==> src/rtl/drop_time_ctrl.sv <==
// Drop-time limit stage: latches height on start, computes t_lim = floor(sqrt(height*128))
// in Q4.4 with an iterative restoring square root, then tracks t_act against t_lim.
module drop_time_ctrl (
  input  logic       clk,
  input  logic       rst_n,
  input  logic [7:0] height,
  input  logic       start,
  input  logic [7:0] t_act,
  input  logic       drop_en,
  output logic [7:0] t_lim,
  output logic       t_lim_valid,
  output logic       busy,
  output logic [1:0] status,
  output logic       drop_activated
);

  typedef enum logic [1:0] {
    S_IDLE,
    S_SQRT,
    S_ARMED,
    S_DROPPED
  } state_t;

  typedef enum logic [1:0] {
    ST_NONE = 2'b00,
    ST_COLD = 2'b01,
    ST_HOT  = 2'b10,
    ST_DROP = 2'b11
  } status_t;

  state_t      state, state_n;
  status_t     status_q;
  logic [15:0] rad;
  logic [9:0]  rem;
  logic [7:0]  root;
  logic [2:0]  cnt;

  logic [11:0] rem_sh;
  logic [11:0] trial;
  logic        ge;
  logic [9:0]  rem_n;
  logic [7:0]  root_n;
  logic        reached;
  logic        restart;
  logic        last_iter;

  // One restoring step consumes the top two radicand bits per cycle.
  always_comb begin
    rem_sh = {rem, rad[15:14]};
    trial  = {2'b00, root, 2'b01};
    ge     = (rem_sh >= trial);
    rem_n  = ge ? 10'(rem_sh - trial) : rem_sh[9:0];
    root_n = {root[6:0], ge};
  end

  always_comb begin
    reached   = (t_act >= t_lim);
    restart   = start && (state != S_SQRT);
    last_iter = (cnt == 3'd7);
  end

  always_ff @(posedge clk or negedge rst_n) begin
    if (!rst_n) state <= S_IDLE;
    else        state <= state_n;
  end

  always_comb begin
    state_n = state;
    case (state)
      S_IDLE:    if (start) state_n = S_SQRT;
      S_SQRT:    if (last_iter) state_n = S_ARMED;
      S_ARMED: begin
        if (start)                   state_n = S_SQRT;
        else if (reached && drop_en) state_n = S_DROPPED;
      end
      S_DROPPED: if (start) state_n = S_SQRT;
      default:   state_n = S_IDLE;
    endcase
  end

  always_ff @(posedge clk or negedge rst_n) begin
    if (!rst_n) begin
      rad            <= '0;
      rem            <= '0;
      root           <= '0;
      cnt            <= '0;
      t_lim          <= '0;
      t_lim_valid    <= 1'b0;
      busy           <= 1'b0;
      status_q       <= ST_NONE;
      drop_activated <= 1'b0;
    end else if (restart) begin
      // start outranks a coincident drop condition; t_lim keeps its old value.
      rad            <= {1'b0, height, 7'b0};
      rem            <= '0;
      root           <= '0;
      cnt            <= '0;
      t_lim_valid    <= 1'b0;
      busy           <= 1'b1;
      status_q       <= ST_NONE;
      drop_activated <= 1'b0;
    end else begin
      case (state)
        S_SQRT: begin
          rad  <= {rad[13:0], 2'b00};
          rem  <= rem_n;
          root <= root_n;
          cnt  <= cnt + 3'd1;
          if (last_iter) begin
            t_lim       <= root_n;
            t_lim_valid <= 1'b1;
            busy        <= 1'b0;
          end
        end
        S_ARMED: begin
          if (!reached) begin
            status_q <= ST_COLD;
          end else if (drop_en) begin
            status_q       <= ST_DROP;
            drop_activated <= 1'b1;
          end else begin
            status_q <= ST_HOT;
          end
        end
        default: ;
      endcase
    end
  end

  assign status = status_q;

endmodule

==> config.mk <==
export PLATFORM = sky130hd
export DESIGN_NAME = drop_time_ctrl
export DESIGN_NICKNAME = d
export VERILOG_FILES = /design/src/rtl/drop_time_ctrl.sv
export SDC_FILE = /design/constraint.sdc
export NUM_CORES = 1
export LEC_CHECK = 0
export CAP_MARGIN = 5
export CORE_ASPECT_RATIO = 2
export CORE_MARGIN = 1.5
export CORE_UTILIZATION = 40
export CTS_CLUSTER_DIAMETER = 40
export DETAILED_ROUTE_END_ITERATION = 10
export DONT_BUFFER_PORTS = 1
export GPL_TIMING_DRIVEN = 0
export PLACE_DENSITY_LB_ADDON = 0.08
export RECOVER_POWER = 100
export REMOVE_ABC_BUFFERS = 1
export SETUP_SLACK_MARGIN = 0.2
export SLEW_MARGIN = 10
export SYNTH_ARGS = -nofsm -noshare
export SYNTH_HDL_FRONTEND = slang
export SYNTH_SLANG_ARGS = --single-unit
==> constraint.sdc <==
create_clock -name clk -period 2.84 [get_ports clk]
set_clock_uncertainty 0.2 [all_clocks]
set_input_delay 0.852 -clock clk [delete_from_list [all_inputs] [get_ports clk]]
set_output_delay 0.852 -clock clk [all_outputs]
set_load 0.05 [all_outputs]
* Yosys cells after proc, flatten, opt, wreduce, memory -nomap -nowiden
Cells that the tools add are included.
** Word-level totals
- Register bits after elaboration :: 52
- Output and inout bits :: 13
- Word-level logic and storage cells :: 64
** Operators by class
- Add/sub/neg operators :: 2
- $lt $le $gt $ge :: 2
- Equality and inequality tests :: 8
- Mux-type cells :: 28
- Bitwise gates (word level) :: 1
- Reduce and logical (&&, ||, !) cells :: 13
** Operators with widths (count)
- 16-bit two-way mux :: 2
- 10-bit two-way mux :: 3
- 8-bit two-way mux :: 2
- 2-bit two-way mux :: 7
- 12-bit by 10-bit >= comparator with 1-bit output :: 1
- 1-bit two-way mux :: 11
- 2-bit nonzero test :: 5
- 10-bit subtractor :: 1
- 3-bit AND reduction :: 3
- 8-bit >= comparator :: 1
- 3-bit two-way mux :: 2
- 2-bit one-hot mux with 3 select lines :: 1
- 2-bit == test, second input constant :: 2
- 2-bit by 1-bit inequality test with 1-bit output, second input constant :: 2
- 3-bit by 1-bit adder with 3-bit output, second input constant :: 1
- 3-bit == test, second input constant :: 1
- 3-bit inequality test, second input constant :: 1
- 2-bit by 1-bit == test with 1-bit output, second input constant :: 1
- 1-bit logical AND :: 2
- 2-bit logical NOT :: 1
- 2-bit inequality test, second input constant :: 1
- 2-bit AND reduction :: 1
- 2-bit OR reduction :: 1
- 1-bit NOT :: 1

* Depth between registers and ports, before layout
Gate-level depths: netlist (run 1).
- Word-level depth :: 5
- Depth in mapped cells :: 8
- Depth with buffers taken out :: 7

* Worst setup path before layout (run 1)
No wires, ideal clock.
- Path kind :: input to register
- Start point :: input t_act[7]
- End point :: register state[0]
- Library setup time :: 0.071 ns
- Arrival :: 2.111 ns
- Required time :: 2.569 ns
- Setup slack :: 0.458 ns
- Stages on the path :: 6
- Path through :: ha_1 a21o_1 a211oi_1 o21ai_1 a2111o_1 nand4_1
** On the way
- Cells in the longest elaborated chain, start to end :: 4
** Ends and longest elaborated chain
- start, declared :: RTL line 8 : input logic [7:0] t_act,
- 8-bit >= comparator :: RTL line 57 : reached = (t_act >= t_lim);
- 1-bit logical AND :: RTL line 74 : else if (reached && drop_en) state_n = S_DROPPED;
- 3-bit inequality test (no line)
- 3-bit AND reduction (no line)
- end signal, assigned :: RTL line 64 : else state <= state_n;
- end, declared :: RTL line 31 : state_t state, state_n;
Every way passes these cells.
A chain may end at the register's enable or synchronous reset.

* Final worst setup path (run 1)
- Start point :: register t_lim[2]
- End point :: register state[0]
** On the way
- Cells in the longest elaborated chain, start to end :: 4
** Ends and longest elaborated chain
- start, declared :: RTL line 10 : output logic [7:0] t_lim,
- start signal, assigned :: RTL line 110 : t_lim <= root_n;
- 8-bit >= comparator :: RTL line 57
- 1-bit logical AND :: RTL line 74
- 3-bit inequality test (no line)
- 3-bit AND reduction (no line)
Every way passes these cells.

==> results of run 1 <==
[worst max-delay path by stage]
stage	from	end	slack [ns]	cells after the start
2_1_floorplan	state[1]	rem[6]	0.39	6
3_3_place_gp	state[1]	rem[6]	-0.50	6
3_5_place_dp	state[1]	rem[7]	0.22	6
4_1_cts	rem[5]	rem[8]	0.23	6
5_1_grt	t_lim[2]	state[0]	0.17	7
6_report	t_lim[2]	state[0]	0.32	7
[timing repair]
action,4_1_cts,5_1_grt
gates resized for setup,0,4
hold buffers,0,0
setup buffers,0,0
endpoints found under the hold margin,0,0
endpoints found under the setup margin,0,13
[logic make-up (layout without fill, tap and decap cells)]
| logic type | count (synthesis) | after routing | synth area share [%] |
|---|---|---|---|
| compound gates | 89 | 89 | 22.97 |
| buf+inv | 37 | 34 | 5.260 |
| flops | 45 | 45 | 42.27 |
| fa+ha+maj | 23 | 23 | 10.80 |
| xor+xnor | 6 | 6 | 1.973 |
| mux | 8 | 8 | 3.006 |
| simple gates | 80 | 80 | 13.72 |
[state kept, by name (all words and copies together), names as in the netlist]
register        count
root                8
t_lim_valid         1
status              2
t_lim               8
rad                 9
busy                1
rem                10
drop_activated      1
cnt                 3
state               2
[layout make-up]
class / instances / share of cell area, %
Clock buffer: 7 / 4.597
Inverter: 26 / 3.382
Sequential cell: 45 / 39.03
Clock inverter: 1 / 0.2602
Tap cell: 86 / 3.729
Multi-Input combinational cell: 206 / 49.00
[power by group through the flow]
stage / Combinational [W] / Clock, W / Sequential (W)
after global routing: 0.00181 / 0.000619 / 0.00105
final: 0.00160 / 0.000576 / 0.00102
after CTS: 0.00159 / 0.000590 / 0.00102
after floorplan: 0.00124 / 0 / 0.000986
after detailed placement: 0.00158 / 0 / 0.00103
after global placement: 0.00157 / 0 / 0.00103
[cell usage in the layout, fill, tap and decap left out, types with 3 or more instances in the layout]
| cell | instances |
|---|---|
| nand3_1 | 4 |
| inv_1 | 26 |
| a21oi_1 | 10 |
| mux2i_1 | 8 |
| clkbuf_16 | 5 |
| nor3_1 | 4 |
| nor2_1 | 17 |
| o21ai_0 | 26 |
| o21ai_1 | 5 |
| nand2b_1 | 4 |
| a21o_1 | 5 |
| nand2_1 | 35 |
| a31oi_1 | 8 |
| dfrtp_1 | 45 |
| ha_1 | 22 |
| o31ai_1 | 10 |
| nand4_1 | 4 |
| xor2_1 | 5 |
| nor2b_1 | 4 |
| a22o_1 | 3 |
[metrics by stage]
step	worst slack, ns	util [%]
floorplan	0.3912	-
global placement	-0.5023	42.90
detailed placement	0.2178	42.94
CTS	0.2303	45.14
global route	0.1709	45.36
finish	0.3213	45.36
[routing by layer]
metal	vias to the layer above	wire length, um	global-route usage [%]
met1	1022	2409	21.09
met5	-	0	0
met2	33	3442	33.00
li1	1020	-	-
met4	0	99	7.065
met3	8	173	3.501
==> impl_metrics.yaml, run 1 <==
worst_setup_path:
  required_ns: 2.86
  crit_slowest_cell: "dfrtp_1"
  r2r_start: "t_lim[2]"
  critPathArrivalTime_ns: 2.54
  ff2ff_setup_slack_ns: 0.32
  critical_path.reg2reg.endpoint: "state[0]"
  max_stage_delay_ns: 0.66
  path_max_fanout: 4
  cp_num_buf_inv: 1
  cpLargestDelayFamily: "compound AO/OA/AOI/OAI gates"
  critPathKind: "reg2reg"
  cp-end-kind: "register"
  reg2reg_depth: 7
  worstPathCellList: "inv_1 -> ha_1 -> a21o_1 -> a31oi_1 -> o21ai_0 -> a2111o_1 -> nand4_1"
  critPathLaunchType: "register"
logic_synthesis:
  syn-cell-area_um2: 2664
  synth.most_common_cell: "dfrtp_1"
  avgSynthCellArea_um2: 9.249
  syn_inst: 288
  synth_area_leader_cell: "dfrtp_1"
  synth-seq-cells: 45
  synth_common_cells: "dfrtp_1 (45), nand2_1 (35), inv_1 (26)"
  synth-edff-count: 0
  synth_cell_types: 43
  synth_ff_type: "dfrtp_1"
  ys_async_sr_fraction_pct: 100.0
  ys.warnings.count: 0
  ys_top_cells_by_area: "dfrtp_1 (42%), ha_1 (11%), nand2_1 (4.9%), o21ai_0 (4.5%), inv_1 (3.7%)"
  synthDominantCellAreaShare_pct: 42.27
  ys_seq_area_share_pct: 42.27
pwr:
  p_seq_share_pct: 32.0
  p_leak_nw: 1.253
  comb_power_share_pct: 50.0
  ir_drop_uv: 523.9
  swShare_pct: 44.56
  clockPowerShare_pct: 18.0
  power_w: 0.003199
  pwr_density_cell_nw_per_um2: 1109
  p_sw_w: 0.001426
  power.internal_w: 0.001774
detailed_routing:
  first_pass_iters: 4
  wl_per_cell_um: 16.51
  num_vias: 2083
  vias_per_cell: 5.615
  wirelength_um: 6124
  drc: 0
  dr.first_iter.drc_count: 62
  antenna_left: 0
global_routing:
  gr-usage-all-layers_pct: 18.70
  grt_max_degree: 46
  grt_pass1_wl_um: 10070
  first_global_vias: 2083
  grt_overflow: 0
  antenna_found_initial: 0
finish:
  area.growth.synth_to_final_pct: 8.314
  antenna_cells: 0
  fin_area_um2: 2885
  drive_above_1_share_pct: 4.211
  area.sequential_um2: 1126
  multiInputGateArea_um2: 1414
  final_cell_count_no_fill: 371
  fillers: 665
  final_nets: 327
die:
  io_pins: 33
  die_w_um: 60.71
  std_cell_rows: 41
  start_util_pct: 41.88
  dieHeight_um: 118.4
  die_area_um2: 7188
  design.core.area_um2: 6361
timing:
  fin_setup_tns_ns: 0
  clock.fmax_mhz: 397.0
  period_needed_ns: 2.519
  hold_ws_ns: 0.04935
  setup_viol: 0
  worstMarginPinSlew_ns: 1.083
  hold_viol_final: 0
  slew_headroom_pct: 27.53
  maxSlewViolCount: 0
  rsz0062_at_grt: "no"
  timing.final.crit_share_pct: 88.69
clock_tree:
  cts.sinks: 45
  cts_htree_levels: 2
  clk-insertion-delay-late_ns: 0.29
  cts_buffers: 5
  clk_pin_slew_ns: 0.06
  clock_path_buffers: 2
  cts_tree: "yes"
  cts_root_buffer: "clkbuf_16"
placement:
  routabilityCongestion: 0.8012
  portBuffers: 0
  place_hpwl_um: 4451
  place_area_um2: 2731
  dp.cells: 363
run:
  cap_violations: 0
min_path:
  hp-class: "in2async"
status:
  status: "finished, final reports clean"
Power figures use the tool's default switching activity.
==> inputs of run 2 (changes only) <==
--- a/config.mk
+++ b/config.mk
@@ -5,14 +5,15 @@
 export SDC_FILE = /design/constraint.sdc
 export NUM_CORES = 1
 export LEC_CHECK = 0
+export ABC_AREA = 1
 export CAP_MARGIN = 5
 export CORE_ASPECT_RATIO = 2
 export CORE_MARGIN = 1.5
 export CORE_UTILIZATION = 40
-export CTS_CLUSTER_DIAMETER = 40
 export DETAILED_ROUTE_END_ITERATION = 10
 export DONT_BUFFER_PORTS = 1
 export GPL_TIMING_DRIVEN = 0
+export MAX_ROUTING_LAYER = met4
 export PLACE_DENSITY_LB_ADDON = 0.08
 export RECOVER_POWER = 100
 export REMOVE_ABC_BUFFERS = 1
==> impl_metrics.yaml, run 2 <==
detailed_routing:
  wl_per_cell_um: 14.19
  antenna_left: 0
  drc: 0
  num_vias: 2286
  vias_per_cell: 5.172
  dr.first_iter.drc_count: 81
  wirelength_um: 6272
  first_pass_iters: 6
finish:
  final_nets: 396
  largest_reg_flops: 10
  antenna_cells: 0
  top_regs: "rem (10), rad (9)"
  top_register: "rem"
  layout_commonest_cell: "nand2_1"
  final_cell_mix: "nand2_1 (108), inv_1 (64), dfrtp_1 (45)"
  area.growth.synth_to_final_pct: 8.254
  drive_above_1_share_pct: 5.367
die:
  die_area_um2: 7396
  start_util_pct: 41.44
  io_pins: 33
  design.core.area_um2: 6621
  dieHeight_um: 120.1
  std_cell_rows: 42
  die_w_um: 61.57
pwr:
  pwr_density_cell_nw_per_um2: 1203
  p_sw_w: 0.001706
  ir_drop_uv: 509.9
  swShare_pct: 47.75
  comb_power_share_pct: 53.3
  power.internal_w: 0.001867
  p_seq_share_pct: 29.8
  clockPowerShare_pct: 16.9
  p_leak_nw: 1.542
  power_w: 0.003573
logic_synthesis:
  synth_cell_types: 29
  ys_seq_area_share_pct: 41.04
  synth-edff-count: 0
  ys.warnings.count: 0
  synth_common_cells: "nand2_1 (108), inv_1 (64), dfrtp_1 (45)"
  ys_top_cells_by_area: "dfrtp_1 (41%), nand2_1 (15%), ha_1 (10%), inv_1 (8.8%), nand3_1 (4.4%)"
  syn-cell-area_um2: 2744
  synthDominantCellAreaShare_pct: 41.04
  ys_async_sr_fraction_pct: 100.0
  synth.most_common_cell: "nand2_1"
  synth_area_leader_cell: "dfrtp_1"
  synth_ff_type: "dfrtp_1"
  syn_inst: 355
  avgSynthCellArea_um2: 7.729
  synth-seq-cells: 45
clock_tree:
  cts_buffers: 5
  cts.sinks: 45
  cts_root_buffer: "clkbuf_16"
  clock_path_buffers: 2
  clk_pin_slew_ns: 0.06
  clk-insertion-delay-late_ns: 0.29
  holdBufCountCts: 0
  cts_htree_levels: 2
  cts_tree: "yes"
worst_setup_path:
  critPathArrivalTime_ns: 2.40
  required_ns: 2.87
  cp-end-kind: "register"
  crit_slowest_cell: "dfrtp_1"
  cp_num_buf_inv: 0
  worstPathCellList: "ha_1 -> a21oi_1 -> o21ai_2 -> nand2_1 -> nand4_4 -> nand3_1 -> nand3_1 -> nand2_1"
  path_max_fanout: 12
  critPathKind: "reg2reg"
  cpLargestDelayFamily: "simple AND/OR/NAND/NOR gates"
  max_stage_delay_ns: 0.41
  critPathLaunchType: "register"
  ff2ff_setup_slack_ns: 0.46
timing:
  rsz0062_at_grt: "no"
  fin_setup_tns_ns: 0
  maxSlewViolCount: 0
  period_needed_ns: 2.377
  worstMarginPinSlew_ns: 0.5523
  slew_headroom_pct: 63.14
  clock.fmax_mhz: 420.7
  timing.final.crit_share_pct: 83.70
  hold_viol_final: 0
  setup_viol: 0
  fin_ws_ns: 0.4629
global_routing:
  grt_overflow: 0
  gr-usage-all-layers_pct: 19.35
  grt_max_degree: 46
  antenna_found_initial: 0
  first_global_vias: 2284
  grt_pass1_wl_um: 10350
run:
  cap_violations: 0
placement:
  place_hpwl_um: 4699
  routabilityCongestion: 0.8328
  place_ws_ns: 0.1127
  portBuffers: 0
status:
  status: "finished, final reports clean"
min_path:
  hp-class: "in2async"
[run 2: cell type report]
| class | instances | area [um2] |
|---|---|---|
| clock buffers | 6 | 138.9 |
| well taps | 88 | 110.1 |
| fillers | 693 | 3651 |
| inverters | 64 | 240.2 |
| clock inverters | 2 | 13.76 |
| multi-input cells | 237 | 1341 |
| flip-flops and latches | 45 | 1126 |
[run 2: cells by family after synthesis]
family,count (synthesis),share of synthesized area [%]
AO/OA/AOI/OAI,44,10.31
flip-flops,45,41.04
AND/OR/NAND/NOR,167,26.72
XOR/XNOR,3,0.9578
adder cells (fa/ha/maj),23,10.49
buffers and inverters,73,10.49
[run 2: routing by layer]
metal	up-vias	share of wire, %	GRT usage, %
met5	-	0	-
met4	0	3.1	8.511
met3	15	3.6	3.664
met2	59	55	33.88
met1	1077	38	19.79
li1	1135	-	-
[run 2: final timing paths]
path | from | endpoint | depth (start not counted)
worst max-delay path | rem[1] | rem[7] | 8
worst min-delay path | rst_n | t_lim[2] | 0
worst max register to register | rem[1] | rem[7] | 8
worst min register to register | cnt[0] | cnt[0] | 1
max in group asynchronous | rst_n | rad[15] | 0
min in group clk | cnt[0] | cnt[0] | 1
[run 2: power by group through the flow]
stage	combinational (W)	sequential, W	clock, W
after floorplan	0.00150	0.00104	0
after global placement	0.00188	0.00107	0
after detailed placement	0.00190	0.00108	0
after CTS	0.00192	0.00107	0.000620
after global routing	0.00220	0.00109	0.000646
final	0.00190	0.00106	0.000604
[run 2: per-stage QoR]
step                      instance area, um2  std cells  utilization [%]  hold WS (ns)
after floorplan                         2696        346                -        0.2532
after global placement                  2806        434            42.38        0.2801
after detailed placement                2806        434            42.38        0.2890
after CTS                               2964        442            44.77       0.04397
after global routing                    2970        442            44.86       0.03788
final                                   2970        442            44.86       0.05027
[run 2: what timing repair did]
action | in CTS | in global routing
endpoints found under the setup margin | 16 | 14
resized for setup | 1 | 3
buffers inserted | 0 | 0
[run 2: worst reg2reg max path: stages, from the launching register on]
cell	delay [ns]
dfrtp_1	0.41
ha_1	0.36
a21oi_1	0.17
o21ai_2	0.12
nand2_1	0.39
nand4_4	0.32
nand3_1	0.18
nand3_1	0.09
nand2_1	0.09
==> inputs of run 3 (changes only) <==
--- a/config.mk
+++ b/config.mk
@@ -5,7 +5,7 @@
 export SDC_FILE = /design/constraint.sdc
 export NUM_CORES = 1
 export LEC_CHECK = 0
-export ABC_AREA = 1
+export ABC_AREA = 0
 export CAP_MARGIN = 5
 export CORE_ASPECT_RATIO = 2
 export CORE_MARGIN = 1.5
==> constraint.sdc (replaced) <==
create_clock -name clk -period 2.2 [get_ports clk]
set_clock_uncertainty 0.2 [all_clocks]
set_input_delay 0.66 -clock clk [delete_from_list [all_inputs] [get_ports clk]]
set_output_delay 0.66 -clock clk [all_outputs]
set_load 0.05 [all_outputs]
==> impl_metrics.yaml, run 3 (synthesized netlist as in run 1, its figures left out) <==
pwr:
  p_sw_w: 0.002273
  pwr_density_cell_nw_per_um2: 1486
  comb_power_share_pct: 59.7
  p_seq_share_pct: 25.9
  p_leak_nw: 1.449
  swShare_pct: 44.02
  power.internal_w: 0.002892
  ir_drop_uv: 793.4
  clockPowerShare_pct: 14.4
clock_tree:
  cts_root_buffer: "clkbuf_16"
  cts_tree: "yes"
  clk-insertion-delay-late_ns: 0.29
  clock_path_buffers: 2
  cts.sinks: 45
  cts_htree_levels: 2
  cts_buffers: 5
  clk_pin_slew_ns: 0.06
finish:
  antenna_cells: 0
  top_register: "rem"
  final_cell_count_no_fill: 403
  drive_above_1_share_pct: 30.60
  top_regs: "rem (10), rad (9)"
  largest_reg_flops: 10
  layout_commonest_cell: "dfrtp_1"
  final_nets: 359
  final_cell_mix: "dfrtp_1 (34), nand2_1 (33), buf_4 (24)"
  area.growth.synth_to_final_pct: 30.44
worst_setup_path:
  required_ns: 2.18
  crit_end: "rem[5]"
  cp-end-kind: "register"
  ff2ff_setup_slack_ns: 0.05
  path_max_fanout: 4
  r2r_start: "rem[5]"
  reg2reg_depth: 7
  crit_start: "rem[5]"
  critPathKind: "reg2reg"
  critPathLaunchType: "register"
  critical_path.reg2reg.endpoint: "rem[5]"
  critPathArrivalTime_ns: 2.13
run:
  cap_violations: 0
detailed_routing:
  wl_per_cell_um: 17.93
  dr.first_iter.drc_count: 67
  drc: 0
  first_pass_iters: 4
  vias_per_cell: 5.571
  antenna_left: 0
  wirelength_um: 7224
  num_vias: 2245
die:
  die_area_um2: 7188
  std_cell_rows: 41
  io_pins: 33
  start_util_pct: 41.88
  die_w_um: 60.71
  design.core.area_um2: 6361
  dieHeight_um: 118.4
placement:
  dp.cells: 363
  routabilityCongestion: 0.8128
  place_hpwl_um: 4451
  portBuffers: 0
min_path:
  hp-class: "in2reg"
timing:
  hold_ws_ns: 0.2663
  period_needed_ns: 2.150
  worstMarginPinSlew_ns: 1.148
  setup_viol: 0
  maxSlewViolCount: 0
  rsz0062_at_grt: "yes"
  hold_viol_final: 0
  clock.fmax_mhz: 465.2
  timing.final.crit_share_pct: 97.71
  slew_headroom_pct: 23.48
global_routing:
  grt_pass1_wl_um: 11240
  antenna_found_initial: 0
  grt_max_degree: 46
  grt_overflow: 0
  gr-usage-all-layers_pct: 21.92
  first_global_vias: 2297
status:
  status: "finished, final reports clean"
run 3: changes by cell type in the layout (fill, tap and decap cells not counted), moves of 8 or more:
cell,before,now
dfrtp_2,0,11
dfrtp_1,45,34
ha_1,22,11
nand3_1,25,3
inv_1,64,17
nand2_1,108,33
mux2i_1,0,8
buf_4,0,24
o31ai_1,0,10
inv_2,0,9
ha_4,0,10
run 3: worst min path at each step:
| stage | start | endpoint | slack (ns) | cells past startpoint |
|---|---|---|---|---|
| after floorplan | rst_n | busy | 0.16 | 0 |
| after global placement | rst_n | t_lim[6] | 0.17 | 0 |
| after detailed placement | rst_n | t_lim[7] | 0.17 | 0 |
| after CTS | rst_n | root[7] | 0.02 | 1 |
| after global routing | start | root[4] | 0.26 | 1 |
| final | start | root[6] | 0.27 | 1 |
run 3: final cells by class:
cell class,instances,area [um2]
Timing Repair Buffer,30,242.7
Clock buffer,7,132.6
Sequential cell,45,1140
Clock inverter,1,7.507
Inverter,26,97.59
Fill cell,621,2887
Multi-Input combinational cell,208,1747
Tap cell,86,107.6
run 3: power by group through the flow:
stage	Combinational [W]	Sequential, W	Clock (W)
floorplan	0.00160	0.00127	0
global placement	0.00202	0.00133	0
detailed placement	0.00205	0.00133	0
CTS	0.00294	0.00133	0.000762
global route	0.00334	0.00137	0.000800
finish	0.00308	0.00134	0.000742
run 3: what timing repair did:
item                                    in CTS  in global routing
cloned                                       2                  0
pin swaps                                   25                 16
endpoints found under the setup margin      28                 17
hold buffers                                 1                  0
resized for setup                           64                 17
setup buffers                               24                  5
hold endpoints to repair                    45                  0
run 3: critical path, stage by stage (launching register included):
cell     delay [ns]
dfrtp_2        0.43
ha_4           0.30
and3_4         0.21
nand2_4        0.07
o31ai_4        0.35
buf_4          0.18
nor3_1         0.04
o31ai_1        0.26
run 3: metrics by stage:
step	area (um2)	setup WS [ns]	power, W	utilization, %	TNS, ns
after floorplan	2621	-0.2488	0.002873	-	-1.668
after detailed placement	2731	-0.4222	0.003379	42.94	-6.771
final	3475	0.05040	0.005165	54.62	0
after global routing	3475	-0.009942	0.005511	54.62	-0.02464
after CTS	3383	0.07057	0.005031	53.19	0
after global placement	2729	-1.142	0.003353	42.90	-25.96
run 3: metal layers:
metal  GRT usage [%]  up-vias  wire, um  share of wire [%]
met4           9.918        0       271                3.8
met1           22.06     1085      2671                 37
met2           38.98       48      4097                 57
met3           3.611       20       184                2.5
li1                -     1092         -                  -
met5               -        -         0                  0
